$ cat src/rtl/pc_pkg.sv
// Shared constants and select/holder encodings for the IF-stage program-counter unit.
package pc_pkg;
  localparam int          XLEN_DEF         = 32;
  localparam logic [31:0] RESET_VECTOR_DEF = 32'h0000_0000;
  localparam logic [31:0] TRAP_VECTOR_DEF  = 32'h0000_0100;
  localparam int          PC_INC           = 4;

  typedef enum logic [2:0] {
    SEL_RESET,
    SEL_TRAP,
    SEL_REDIR,
    SEL_RET,
    SEL_CALL,
    SEL_SEQ
  } pc_sel_e;

  typedef enum logic {
    PEND_IDLE,
    PEND_HELD
  } pend_state_e;

  typedef enum logic {
    KIND_TRAP,
    KIND_REDIR
  } pend_kind_e;
endpackage

$ cat src/rtl/pc_unit_ras.sv
// Circular return-address stack; a push when full silently replaces the oldest entry.
module ras #(
  parameter int RAS_DEPTH = 4,
  parameter int XLEN      = 32
) (
  input  logic                         clock,
  input  logic                         push,
  input  logic                         pop,
  input  logic                         clear,
  input  logic [XLEN-1:0]              push_data,
  output logic [XLEN-1:0]              top_data,
  output logic [$clog2(RAS_DEPTH):0]   count
);
  localparam int PW = $clog2(RAS_DEPTH);
  localparam int CW = PW + 1;

  logic [XLEN-1:0] mem_q [RAS_DEPTH];
  logic [PW-1:0]   top_q;
  logic [CW-1:0]   cnt_q;

  assign top_data = mem_q[top_q];
  assign count    = cnt_q;

  always_ff @(negedge clock) begin
    if (clear) begin
      top_q <= '0;
      cnt_q <= '0;
    end else if (pop && (cnt_q != '0)) begin
      top_q <= top_q - PW'(1);
      cnt_q <= cnt_q - CW'(1);
    end else if (push) begin
      // Pointer wrap lets the newest entry land on the oldest slot once full.
      top_q                 <= top_q + PW'(1);
      mem_q[top_q + PW'(1)] <= push_data;
      if (cnt_q != CW'(RAS_DEPTH)) cnt_q <= cnt_q + CW'(1);
    end
  end
endmodule

$ cat src/rtl/pc_unit.sv
// IF-stage program counter: prioritised next-PC select, stall-time redirect capture, RAS prediction.
module pc_unit
  import pc_pkg::*;
#(
  parameter int              XLEN         = XLEN_DEF,
  parameter logic [XLEN-1:0] RESET_VECTOR = XLEN'(RESET_VECTOR_DEF),
  parameter logic [XLEN-1:0] TRAP_VECTOR  = XLEN'(TRAP_VECTOR_DEF),
  parameter int              RAS_DEPTH    = 4
) (
  input  logic                       clock,
  input  logic                       reset,
  input  logic                       stall,
  input  logic                       trap,
  input  logic                       redirect_valid,
  input  logic [XLEN-1:0]            redirect_pc,
  input  logic                       is_call,
  input  logic [XLEN-1:0]            call_target,
  input  logic                       is_ret,
  output logic [XLEN-1:0]            pc_out,
  output logic                       redirect_pending,
  output logic [$clog2(RAS_DEPTH):0] ras_count,
  output logic                       misalign
);
  localparam int CW = $clog2(RAS_DEPTH) + 1;

  logic [XLEN-1:0] pc_q, pc_d;
  logic            mis_q, mis_d;
  pend_state_e     pend_q, pend_d;
  pend_kind_e      kind_q, kind_d;
  logic [XLEN-1:0] held_q, held_d;

  pc_sel_e         sel;
  logic [XLEN-1:0] raw, seq_pc, ras_top;
  logic [CW-1:0]   ras_cnt;
  logic            ras_push, ras_pop, ras_clear;
  logic            held_trap, held_redir;

  ras #(.RAS_DEPTH(RAS_DEPTH), .XLEN(XLEN)) u_ras (
    .clock     (clock),
    .push      (ras_push),
    .pop       (ras_pop),
    .clear     (ras_clear),
    .push_data (seq_pc),
    .top_data  (ras_top),
    .count     (ras_cnt)
  );

  always_comb begin
    seq_pc     = pc_q + XLEN'(PC_INC);
    held_trap  = (pend_q == PEND_HELD) && (kind_q == KIND_TRAP);
    held_redir = (pend_q == PEND_HELD) && (kind_q == KIND_REDIR);

    if (reset)                             sel = SEL_RESET;
    else if (trap || held_trap)            sel = SEL_TRAP;
    else if (redirect_valid || held_redir) sel = SEL_REDIR;
    else if (is_ret && (ras_cnt != '0))    sel = SEL_RET;
    else if (is_call && !is_ret)           sel = SEL_CALL;
    else                                   sel = SEL_SEQ;

    case (sel)
      SEL_RESET: raw = RESET_VECTOR;
      SEL_TRAP:  raw = TRAP_VECTOR;
      // A live redirect is newer than anything held.
      SEL_REDIR: raw = redirect_valid ? redirect_pc : held_q;
      SEL_RET:   raw = ras_top;
      SEL_CALL:  raw = call_target;
      default:   raw = seq_pc;
    endcase

    pc_d      = pc_q;
    mis_d     = 1'b0;
    pend_d    = pend_q;
    kind_d    = kind_q;
    held_d    = held_q;
    ras_push  = 1'b0;
    ras_pop   = 1'b0;
    ras_clear = reset;

    if (stall) begin
      if (trap) begin
        pend_d = PEND_HELD;
        kind_d = KIND_TRAP;
      end else if (redirect_valid && !held_trap) begin
        pend_d = PEND_HELD;
        kind_d = KIND_REDIR;
        held_d = redirect_pc;
      end
    end else begin
      pc_d      = {raw[XLEN-1:2], 2'b00};
      mis_d     = |raw[1:0];
      pend_d    = PEND_IDLE;
      ras_push  = (sel == SEL_CALL);
      ras_pop   = (sel == SEL_RET);
      ras_clear = reset || (sel == SEL_TRAP);
    end
  end

  always_ff @(negedge clock) begin
    if (reset) begin
      pc_q   <= RESET_VECTOR;
      mis_q  <= 1'b0;
      pend_q <= PEND_IDLE;
    end else begin
      pc_q   <= pc_d;
      mis_q  <= mis_d;
      pend_q <= pend_d;
    end
    kind_q <= kind_d;
    held_q <= held_d;
  end

  assign pc_out           = pc_q;
  assign misalign         = mis_q;
  assign redirect_pending = (pend_q == PEND_HELD);
  assign ras_count        = ras_cnt;
endmodule

$ cat config.mk
export PLATFORM = sky130hd
export DESIGN_NAME = pc_unit
export DESIGN_NICKNAME = d
export VERILOG_FILES = /design/src/rtl/pc_pkg.sv /design/src/rtl/pc_unit_ras.sv /design/src/rtl/pc_unit.sv
export SDC_FILE = /design/constraint.sdc
export NUM_CORES = 1
export LEC_CHECK = 0
export BUFFER_PORTS_ARGS = -buffer_cell sky130_fd_sc_hd__buf_2
export CAP_MARGIN = 20
export CORE_MARGIN = 3
export CORE_UTILIZATION = 45
export DETAILED_ROUTE_END_ITERATION = 10
export SYNTH_ARGS = -nofsm -noshare
export SYNTH_HDL_FRONTEND = slang
export SYNTH_HIERARCHICAL = 1
export SYNTH_SLANG_ARGS = --single-unit
export TNS_END_PERCENT = 100
$ cat constraint.sdc
create_clock -name clock -period 7.71 [get_ports clock]
set_input_delay 1.1565 -clock clock [delete_from_list [all_inputs] [get_ports clock]]
set_output_delay 1.1565 -clock clock [all_outputs]
set_load 0.03 [all_outputs]
==> out/results.txt, run 1 <==
endpoint type of the worst setup path: flop
Die Y: 149 um
Synth top cells by count: 161 x edfxtp_1, 39 x dfxtp_1, 32 x mux4_2, 32 x nand2_1, 30 x nor2_1
PD cells: 226 mW/mm^2
Slew HR: 45.2%
RSZ-0062 raised after global routing: false
clk slew on worst S/H paths: 0.04 ns
Diodes inserted: 0
antenna violations before repair: 0
worst hold path type: flop to flop
CTS Buf Count: 17
Yosys reg bits: 200
Area Overhead vs Synth: 24.7%
CTS tree: built
DRT iter0 DRCs: 666
Max VDD drop: 132 uV
wire length of the first global-routing pass: 39000 um
CP required: 4.23 ns
synthesized area: 0.00916 mm^2
Post-CTS Setup Inserts: 0
gp weighted congestion: 0.808
asr flop ratio synth: 0%
clk_lat worst skew: 0.47 ns
Core Util, Final: 57.9%
die footprint: 0.0221 mm^2
Resized cells post-CTS: 0
core area: 0.0197 mm^2
sum of negative setup slack: 0 ns
Seq/Total Area, Yosys: 61.3%
via-per-instance ratio: 5.64
Final Max Slew Viols: 0
register area: 0.00562 mm^2
Hold Vio Cnt, Final: 0
area leader, netlist: edfxtp_1
Detail Placement HPWL: 16400 um
Die Wd: 149 um
Port Buf Inserts: 105
Slew @ Worst Pin: 0.818 ns
max cap viols: 0
WL final: 25200 um
Area contributors post-synth: edfxtp_1 53%, dfxtp_1 8.5%, mux4_2 7.9%
Synth warnings: 6
Multi-input gate area: 0.00329 mm^2
setup violators final: 0
status: finished, final reports clean
post-route ant nets: 0
clock sink count: 200
DRC: 0
I/O Pins: 108
CP arrival: 3.59 ns
Post-synth EDFFs: 161
Overflow after GRT: 0
starting density of the core: 46.4%
layout cells sized above 1: 25.4%
H-tree Lvls: 4
iteration count of the initial detailed-routing pass: 5
drt wl/cell: 20.5 um
most common cell in the synthesized netlist: edfxtp_1
final net count: 1032
critical path type: input port to flop
top_reg_cell synth: edfxtp_1
FP Rows: 51
GRT Total Usage: 23.3%
CTS Hold Bufs: 0
Leak: 4.88 nW
Syn Area/Cell: 14.4 um^2
via count of the first global-routing pass: 7388
post-route clock skew: 0.0208 ns
Startpoint Class: input port
Yosys cell types: 74
largest net degree at the start of global routing: 33
area fraction of the dominant cell type after synthesis: 52.8%
Vias: 6953
Mapped Cells: 637
crit-path max FO: 6
number of fill cells: 1629
Clock Path Buffers: 2
clock root buffer: clkbuf_16
[cells in the final DEF (no fill, tap or decap), types with 4 or more instances in the layout]
master | synthesis | layout
inv_1 | 18 | 219
edfxtp_1 | 161 | 161
buf_2 | 18 | 105
dfxtp_1 | 39 | 38
nand2_1 | 32 | 32
mux4_2 | 32 | 32
nor2_1 | 30 | 30
o21ai_0 | 26 | 26
buf_4 | 5 | 24
mux2_2 | 21 | 21
xnor2_1 | 19 | 19
a222oi_1 | 17 | 17
clkbuf_16 | 0 | 17
nor3_1 | 14 | 13
nand3_1 | 13 | 13
a21oi_1 | 12 | 12
mux2i_1 | 11 | 11
nand4_1 | 10 | 10
conb_1 | 1 | 10
and3_1 | 8 | 8
a221o_1 | 8 | 8
xor2_1 | 8 | 8
or3_1 | 7 | 7
a31oi_1 | 7 | 7
ha_1 | 6 | 6
buf_12 | 0 | 6
o211ai_1 | 5 | 5
and2_1 | 5 | 5
inv_6 | 0 | 5
o311ai_0 | 4 | 4
a221oi_1 | 4 | 4
and4_1 | 4 | 4
a21o_1 | 4 | 4
[critical path, cell delays in order]
cell	delay [ns]
buf_2	0.13
nor4_2	0.46
nand2_1	0.21
nor3_1	0.32
o31a_4	0.26
xor2_1	0.15
ha_1	0.27
o31ai_1	0.10
a221o_1	0.37
a221oi_2	0.16
[metal layers]
layer	vias up	part of all wire (%)	GRT usage [%]	wire length (um)
met5	-	0	0	0
met4	0	1.4	9.65	347
met1	3466	41	29.3	10500
li1	3151	-	-	-
met2	303	50	37.4	12600
met3	33	7.3	7.37	1850
[registers in the layout, indices dropped and copies added (netlist names), named ones only]
name and flops:
u_ras/mem_q 128, pc_out 30, held_q 32, u_ras/count 3, redirect_pending 1, kind_q 1
misalign 1, u_ras/top_q 2
[metrics by stage]
step | area, um^2 | instances | setup WS (ns) | total power, mW | hold WS [ns]
after floorplan | 9190 | 646 | 0.195 | 1.43 | 0.542
after global placement | 10100 | 1003 | 0.264 | 1.49 | 0.494
after detailed placement | 10100 | 1003 | 0.230 | 1.49 | 0.507
after CTS | 11400 | 1232 | 0.687 | 2.62 | 0.531
after global routing | 11400 | 1232 | 0.528 | 2.76 | 0.554
final | 11400 | 1232 | 0.634 | 2.58 | 0.529
[area by class of cell]
class                           instances  share of cell area (%)
Sequential cell                       200                    49.2
Multi-Input combinational cell        385                    28.8
Clock inverter                        214                    7.63
Timing Repair Buffer                  135                    7.23
Clock buffer                           17                    3.73
Tap cell                              265                    2.90
Inverter                               16                   0.526
[path summary, 6_finish.rpt]
path	from	cells past startpoint	to	slack (ns)
setup reg to reg	redirect_pending	9	u_ras/count[2]	4.94
hold / removal	pc_out[3]	2	pc_out[3]	0.53
setup / recovery	reset	10	u_ras/count[2]	0.63
hold reg to reg	pc_out[3]	2	pc_out[3]	0.53
[logic make-up (layout without fill, tap and decap cells)]
logic type / after synthesis / after routing / synth area share [%]
DFF: 200 / 200 / 61.3
and+or+nand+nor: 160 / 160 / 10.3
AOI/OAI and AO/OA: 118 / 118 / 9.94
muxes: 64 / 64 / 11.7
buffers and inverters: 61 / 382 / 3.28
xor gates and xnor gates: 27 / 27 / 2.58
adders and majority gates: 6 / 6 / 0.820
other: 1 / 10 / 0.0410
[report_power, final]
group	internal [mW]	switching, mW	leakage, nW
clock	0.584	0.672	1.34
combinational	0.0498	0.0776	1.73
sequential	1.18	0.0124	1.80
total	1.82	0.762	4.88
Power figures use the tool's default switching activity.
==> run 2, diff against run 1 <==
==> constraint.sdc (replaced) <==
create_clock -name clock -period 7.71 [get_ports clock]
set_input_delay 0 -clock clock [delete_from_list [all_inputs] [get_ports clock]]
set_output_delay 0 -clock clock [all_outputs]
set_load 0.03 [all_outputs]
==> run 2 against run 1 <==
  * Power fell by 0.17%
  * Worst hold slack improved by 0.024 ns
  * Largest power group unchanged
  * Via count fell by 1.2%
==> out/results.txt, run 2 (synthesized netlist as in run 1, its figures left out) <==
Diodes inserted: 0
Leak: 4.79 nW
Final Max Slew Viols: 0
Resized cells post-CTS: 0
DRT iter0 DRCs: 732
CP arrival: 2.95 ns
gp weighted congestion: 0.808
met3 Use GR: 8.10%
hold slack final: 0.553 ns
ordered list of cells on the worst path: buf_2 > nor4_2 > buf_4 > nand2_1 > nor3_1 > o31a_4 > xor2_1 > ha_1 > and3_1 > o21ai_0 > o41ai_1 > a221oi_2
Power, Total: 2.57 mW
CP required: 4.22 ns
clock root buffer: clkbuf_16
GRT busiest layer: met2
iteration count of the initial detailed-routing pass: 7
H-tree Lvls: 4
Area after DPL: 0.00994 mm^2
number of fill cells: 1699
wire length of the first global-routing pass: 38200 um
setup ws final: 1.27 ns
clk slew on worst S/H paths: 0.04 ns
clock sink count: 200
clk_lat worst skew: 0.47 ns
Post-CTS Setup Inserts: 0
core area: 0.0197 mm^2
Clock Path Buffers: 2
Slew HR: 38.6%
Slew @ Worst Pin: 0.921 ns
post-route ant nets: 0
met1 Use GR: 29.5%
RSZ-0062 raised after global routing: false
die footprint: 0.0221 mm^2
CTS Hold Bufs: 0
GRT Total Usage: 22.8%
max cap viols: 0
Detail Placement HPWL: 15800 um
PD cells: 229 mW/mm^2
Biggest register: u_ras/mem_q
post-route clock skew: 0.0250 ns
Largest register FFs: 128
final net count: 1017
Port Buf Inserts: 105
Vias: 6867
worst hold path type: flop to flop
CTS tree: built
Area Overhead vs Synth: 23.0%
commonest non-fill, non-tap cell in the layout: inv_1
via-per-instance ratio: 5.64
antenna violations before repair: 0
DRC: 0
status: finished, final reports clean
post-layout instance area: 0.0113 mm^2
CTS Buf Count: 17
pre-CTS setup slack: 0.935 ns
most frequent cells in the layout: 216 x inv_1, 161 x edfxtp_1, 105 x buf_2, 38 x dfxtp_1
critical path type: input port to flop
WL final: 24700 um
endpoint type of the worst setup path: flop
Startpoint Class: input port
Max VDD drop: 130 uV
drt wl/cell: 20.3 um
Die Wd: 149 um
layout cells sized above 1: 24.7%
sum of negative setup slack: 0 ns
FP Rows: 51
largest net degree at the start of global routing: 33
Overflow after GRT: 0
setup violators final: 0
crit-path max FO: 14
met2 Use GR: 34.9%
I/O Pins: 108
FF-to-FF setup slack: 4.51 ns
via count of the first global-routing pass: 7212
Die Y: 149 um
Hold Vio Cnt, Final: 0
Critical Path Max Stage Delay: 0.62 ns
slowest stage cell, crit path: nor3_1
starting density of the core: 46.4%
run 2: worst max-delay path, delay by kind of cell:
kind	cells	cell delay, ns
AO/OA/AOI/OAI	4	0.92
AND/OR/NAND/NOR	4	1.24
XOR/XNOR	1	0.08
buffers and inverters	2	0.43
adder cells (fa/ha/maj)	1	0.27
run 2: metal layers:
metal	up-vias	share of wire (%)	wire length, um
li1	3129	-	-
met1	3429	42	10500
met2	281	49	12100
met3	28	7.2	1780
met4	0	1.3	328
met5	-	0	0
run 2: report_power, final:
| group | switching [mW] | internal (mW) |
|---|---|---|
| clock network | 0.692 | 0.565 |
| logic | 0.0758 | 0.0456 |
| registers | 0.0129 | 1.18 |
| total | 0.781 | 1.79 |
run 2: through the flow:
step,cells,utilization (%)
final,1218,57.1
after global routing,1218,57.1
after CTS,1218,57.1
after detailed placement,988,50.4
after global placement,988,50.4
after floorplan,646,-
run 2: worst paths after layout:
kind | from | endpoint | cells past startpoint
min reg2reg | pc_out[12] | pc_out[12] | 2
min | pc_out[12] | pc_out[12] | 2
max reg2reg | redirect_pending | u_ras/count[2] | 11
max | reset | u_ras/count[2] | 12
run 2: area by class of cell:
| cell class | count | area (um^2) | share of cell area (%) |
|---|---|---|---|
| clock buffer | 17 | 425 | 3.78 |
| multi-input combinational | 385 | 3290 | 29.2 |
| timing repair buffer | 120 | 638 | 5.67 |
| tap | 265 | 332 | 2.95 |
| inverter | 16 | 60.1 | 0.534 |
| sequential | 200 | 5620 | 49.9 |
| clock inverter | 215 | 898 | 7.98 |
